**src/rtl/router_pkt_tx.sv**
```systemverilog
// Packet source for the 1x3 router input: buffers a payload, then emits
// header, payload and parity beats under router busy back-pressure.
module router_pkt_tx #(
  parameter int DEPTH = 64,
  parameter int CNT_W = 16
) (
  input  logic             clock,
  input  logic             resetn,
  input  logic             cmd_valid,
  output logic             cmd_ready,
  input  logic [1:0]       cmd_addr,
  input  logic [5:0]       cmd_len,
  input  logic             pl_valid,
  output logic             pl_ready,
  input  logic [7:0]       pl_data,
  input  logic             busy,
  output logic             pkt_valid,
  output logic [7:0]       data_out,
  output logic             tx_active,
  output logic             cmd_err,
  output logic [6:0]       fifo_count,
  output logic [CNT_W-1:0] pkt_count
);

  localparam int AW = $clog2(DEPTH);
  localparam logic [6:0] DEPTH_C = 7'(DEPTH);

  typedef enum logic [2:0] {IDLE, WAIT_DATA, HEADER, PAYLOAD, PARITY, GAP} state_t;

  state_t          state;
  logic [7:0]      mem [DEPTH];
  logic [AW-1:0]   wr_ptr;
  logic [AW-1:0]   rd_ptr;
  logic [1:0]      addr_reg;
  logic [5:0]      len_reg;
  logic [5:0]      remaining;
  logic [7:0]      parity;
  logic            push;
  logic            pop;

  assign pl_ready  = (fifo_count < DEPTH_C);
  assign push      = pl_valid & pl_ready;
  // WAIT_DATA guarantees len bytes are buffered, so pops never underflow
  assign pop       = ((state == HEADER) || (state == PAYLOAD)) && !busy && (remaining != 6'd0);
  assign cmd_ready = (state == IDLE);
  assign tx_active = (state == HEADER) || (state == PAYLOAD) || (state == PARITY) || (state == GAP);

  // Storage needs no reset: emptiness is tracked by the pointers and count.
  always_ff @(posedge clock) begin
    if (push) mem[wr_ptr] <= pl_data;
  end

  always_ff @(posedge clock or negedge resetn) begin
    if (!resetn) begin
      state      <= IDLE;
      wr_ptr     <= '0;
      rd_ptr     <= '0;
      fifo_count <= '0;
      addr_reg   <= '0;
      len_reg    <= '0;
      remaining  <= '0;
      parity     <= '0;
      pkt_valid  <= 1'b0;
      data_out   <= '0;
      cmd_err    <= 1'b0;
      pkt_count  <= '0;
    end else begin
      cmd_err <= 1'b0;
      if (push) wr_ptr <= wr_ptr + AW'(1);
      if (pop)  rd_ptr <= rd_ptr + AW'(1);
      fifo_count <= fifo_count + {6'd0, push} - {6'd0, pop};

      case (state)
        IDLE: begin
          if (cmd_valid) begin
            if (cmd_addr == 2'd3 || cmd_len == 6'd0) begin
              cmd_err <= 1'b1;
            end else begin
              addr_reg <= cmd_addr;
              len_reg  <= cmd_len;
              state    <= WAIT_DATA;
            end
          end
        end
        WAIT_DATA: begin
          if (fifo_count >= {1'b0, len_reg}) begin
            data_out  <= {len_reg, addr_reg};
            parity    <= {len_reg, addr_reg};
            pkt_valid <= 1'b1;
            remaining <= len_reg;
            state     <= HEADER;
          end
        end
        HEADER, PAYLOAD: begin
          if (!busy) begin
            if (remaining != 6'd0) begin
              data_out  <= mem[rd_ptr];
              parity    <= parity ^ mem[rd_ptr];
              remaining <= remaining - 6'd1;
              state     <= PAYLOAD;
            end else begin
              data_out  <= parity;
              pkt_valid <= 1'b0;
              state     <= PARITY;
            end
          end
        end
        PARITY: begin
          if (!busy) begin
            data_out  <= '0;
            pkt_count <= pkt_count + CNT_W'(1);
            state     <= GAP;
          end
        end
        GAP: begin
          state <= IDLE;
        end
        default: state <= IDLE;
      endcase
    end
  end

endmodule

```
**config.mk**
```make
export PLATFORM = sky130hd
export DESIGN_NAME = router_pkt_tx
export DESIGN_NICKNAME = d
export VERILOG_FILES = /design/src/rtl/router_pkt_tx.sv
export SDC_FILE = /design/constraint.sdc
export NUM_CORES = 1
export LEC_CHECK = 0
export BUFFER_PORTS_ARGS = -buffer_cell sky130_fd_sc_hd__buf_2
export CAP_MARGIN = 20
export CORE_ASPECT_RATIO = 1.2
export CORE_MARGIN = 3
export CORE_UTILIZATION = 45
export CTS_CLUSTER_SIZE = 14
export DETAILED_ROUTE_END_ITERATION = 12
export GPL_TIMING_DRIVEN = 0
export PLACE_DENSITY_LB_ADDON = 0.08
export SKIP_LAST_GASP = 1
export SLEW_MARGIN = 40
export SYNTH_ARGS = -nofsm -noshare
export SYNTH_HDL_FRONTEND = slang
export SYNTH_SLANG_ARGS = --single-unit
```
**constraint.sdc**
```tcl
create_clock -name clock -period 3.25 [get_ports clock]
set_input_delay 0.1625 -clock clock [delete_from_list [all_inputs] [get_ports clock]]
set_output_delay 0.1625 -clock clock [all_outputs]
set_load 0.05 [all_outputs]
```
==> results.toml <==
[status]
outcome = "complete, but fails checks"
violations = "negative setup slack"

[finish]
nets = 1501
areaGrowthSynthToFinish_pct = 15.5
drive_gt1_share_pct = 26.2
largest-register = "mem"
n_antenna_cell = 0
reg_top3 = "mem x512, pkt_count x16"
final_core_util_pct = 52.9
largest_register_ffs = 512

[synth]
yosysSeqAreaShare_pct = 72.3
synth_fp_nets = 1369
syn-cell-area_um2 = 23700
synth_edf_count = 512
yosys.area.top_type_share_pct = 64.9
synthArstFlopShare_pct = 12.0
netlist_top_cells_area = "edfxtp_1, mux4_2, dfrtp_1"
syn_inst = 1328
synth.avg_cell_area_um2 = 17.8
synth.distinct_cells = 65
ys_ff_latch = 582
yosys.area.top_type = "edfxtp_1"
synth_ff_type = "edfxtp_1"
yosysWarnings = 0

[global_routing]
overflow = 0
grt_pass1_wl_mm = 95.3
grt_usage_pct = 24.0
antenna_found_initial = 1
grt_max_degree = 65
grt_pass1_vias = 13500

[critical_path]
critPathKind = "flip-flop to flip-flop"
r2r-start = "rd_ptr[3]"
arrival_ns = 3.85
worstPathRequired_ns = 3.74
start_kind = "flip-flop"
critPathLaunch = "rd_ptr[3]"
critPathMaxFanout = 10
cp-end-kind = "flip-flop"

[sta]
fmax_mhz = 298
maxSlewViolCount = 0
tns_ns = -0.111
finalSetupViolCount = 1
hold_slack_ns = 0.0869
setup_slack_ns = -0.111
max-slew-margin-rel_pct = 39.1
fin_skew_ns = 0.0209
hold_viol = 0
rsz0062_at_grt = "yes"
final.min_clock_period_ns = 3.36
worst_slew_pin_slew_ns = 0.913
fin_crit_sh_pct = 103

[power]
combinationalPowerShare_pct = 35.5
seq_power_share_pct = 36.1
total_power_mw = 24.9
leakage_nw = 9.24
clkPwrFrac_pct = 28.4
ir_drop_uv = 516
p_sw_share_pct = 36.0
p_switching_mw = 8.97
power.density_nw_per_um2 = 911
p_int_mw = 16.0

[drt]
drc = 0
postRouteAntennaNets = 0
via_per_inst = 5.98
detail_route.wl_per_cell_um = 29.9
drtPass1Iterations = 5
drt-total-wl_mm = 65.9
vias = 13200
drt_iter0_drc = 1366

[floorplanning]
die_h_um = 257
dieArea_um2 = 55400
pin_count = 57
rows = 91
fp.coreArea_um2 = 51700
die_w_um = 215
start_util_pct = 45.8

[clock_network]
clock_latency_ns = 0.63
clock-sinks = 582
cts_tree = "done"
cts_buffer_depth = 3
clock_tree.root_cell = "clkbuf_16"
htreeDepth = 2
clkTransAtPathRegs_ns = 0.07
cts_made_buffers = 58

[job]
max-cap-violations = 0

[place]
post-dp-hpwl_mm = 42.8
post-place-ws_ns = -0.530
place.gp.congestion = 0.828
numPortBuffers = 56

[min_path]
holdCritPathClass = "input port to async pin"
-- layout make-up --
cell class	count	area [um2]
Timing Repair Buffer	72	492
Multi-Input combinational cell	652	6360
Inverter	25	97.6
Buffer	69	400
Tap cell	697	872
Clock inverter	41	487
Fill cell	4236	24300
Clock buffer	68	1520
Sequential cell	582	17100
-- what timing repair did --
item | CTS | global route
pin swaps | 0 | 2
hold endpoints to repair | 83 | 2
gates resized for setup | 49 | 20
endpoints found under the setup margin | 294 | 21
hold buffers | 13 | 1
setup buffers | 1 | 0
-- synth_stat cells (4+ instances only) --
master,instances
edfxtp_1,512
mux4_2,97
nor2_1,83
mux2i_1,72
dfrtp_1,70
nand2_1,51
a22oi_1,43
a21oi_1,38
clkbuf_1,33
o221ai_1,29
nand3_1,28
inv_1,24
xnor2_1,20
ha_1,19
mux2_2,19
buf_2,17
buf_4,12
nor3_1,12
a211oi_1,10
a22o_1,10
xor2_1,10
nor2b_1,9
nand2b_1,8
o21ai_0,7
a2bb2oi_1,6
o211ai_1,6
or4_1,6
a21o_1,5
nand4_1,5
or3_1,5
and2_1,4
buf_6,4
o21bai_1,4
-- worst max-delay path: stages (launching register included) --
cell and delay [ns]:
dfrtp_1 0.47, nor2b_2 0.37, clkbuf_2 0.48, clkbuf_1 0.69
a22oi_1 0.31, a22oi_2 0.50, mux2i_1 0.27, o2111ai_1 0.12
-- worst paths after layout --
check	endpoint	slack (ns)	cells after the start
worst min register to register	pkt_count[15]	0.47	1
min in group clock	mem[14][2]	0.10	1
max in group asynchronous	state[2]	2.88	3
worst max-delay path	parity[2]	-0.11	7
worst min-delay path	remaining[2]	0.09	3
worst max register to register	parity[2]	-0.11	7
-- power groups by stage --
stage               Combinational [mW]  Clock (mW)  Sequential, mW
finish                            8.85        7.07            9.01
global route                      9.36        7.45            9.06
CTS                               8.78        7.16            9.00
detailed placement                8.61           0            9.15
global placement                  8.52           0            9.13
floorplan                         5.14           0            9.36
-- per-stage QoR --
stage	std cells	area, um2
2_1_floorplan	1328	23700
3_5_place_dp	2082	24900
6_report	2206	27400
3_3_place_gp	2081	24800
4_1_cts	2205	27200
5_1_grt	2206	27400
-- layout by cell type (no fill, tap or decap), drive strengths merged, types with 5 or more instances in the layout --
master       count
edfxtp         512
clkbuf         102
mux4            97
buf             94
nor2            83
mux2i           72
dfrtp           70
nand2           51
a22oi           43
a21oi           38
o221ai          29
nand3           28
inv             28
clkinv          22
xnor2           20
mux2            19
ha              19
nor3            15
dlygate4sd3     13
xor2            10
a22o            10
bufinv          10
a211oi          10
nor2b            9
nand2b           8
o21ai            7
or4              6
a2bb2oi          6
o211ai           6
clkinvlp         6
or3              6
a21o             5
nand4            5
-- logic make-up (layout without fill, tap and decap cells) --
kind of cell | count (synthesis) | in the layout | synth area share (%)
XOR/XNOR | 30 | 30 | 1.11
adder cells (fa/ha/maj) | 20 | 20 | 1.09
AND/OR/NAND/NOR | 232 | 232 | 4.73
buffers and inverters | 94 | 275 | 1.90
AO/OA/AOI/OAI | 182 | 182 | 5.67
multiplexers | 188 | 188 | 13.2
flip-flops | 582 | 582 | 72.3
-- metal layers --
| metal | routed length (um) | vias up | global-route usage, % |
|---|---|---|---|
| li1 | - | 5620 | - |
| met1 | 26400 | 6946 | 31.0 |
| met2 | 32700 | 506 | 40.8 |
| met3 | 4500 | 122 | 4.89 |
| met4 | 2310 | 0 | 8.01 |
| met5 | 0 | - | 0 |
Note: power is estimated with default switching activity, not from simulation.
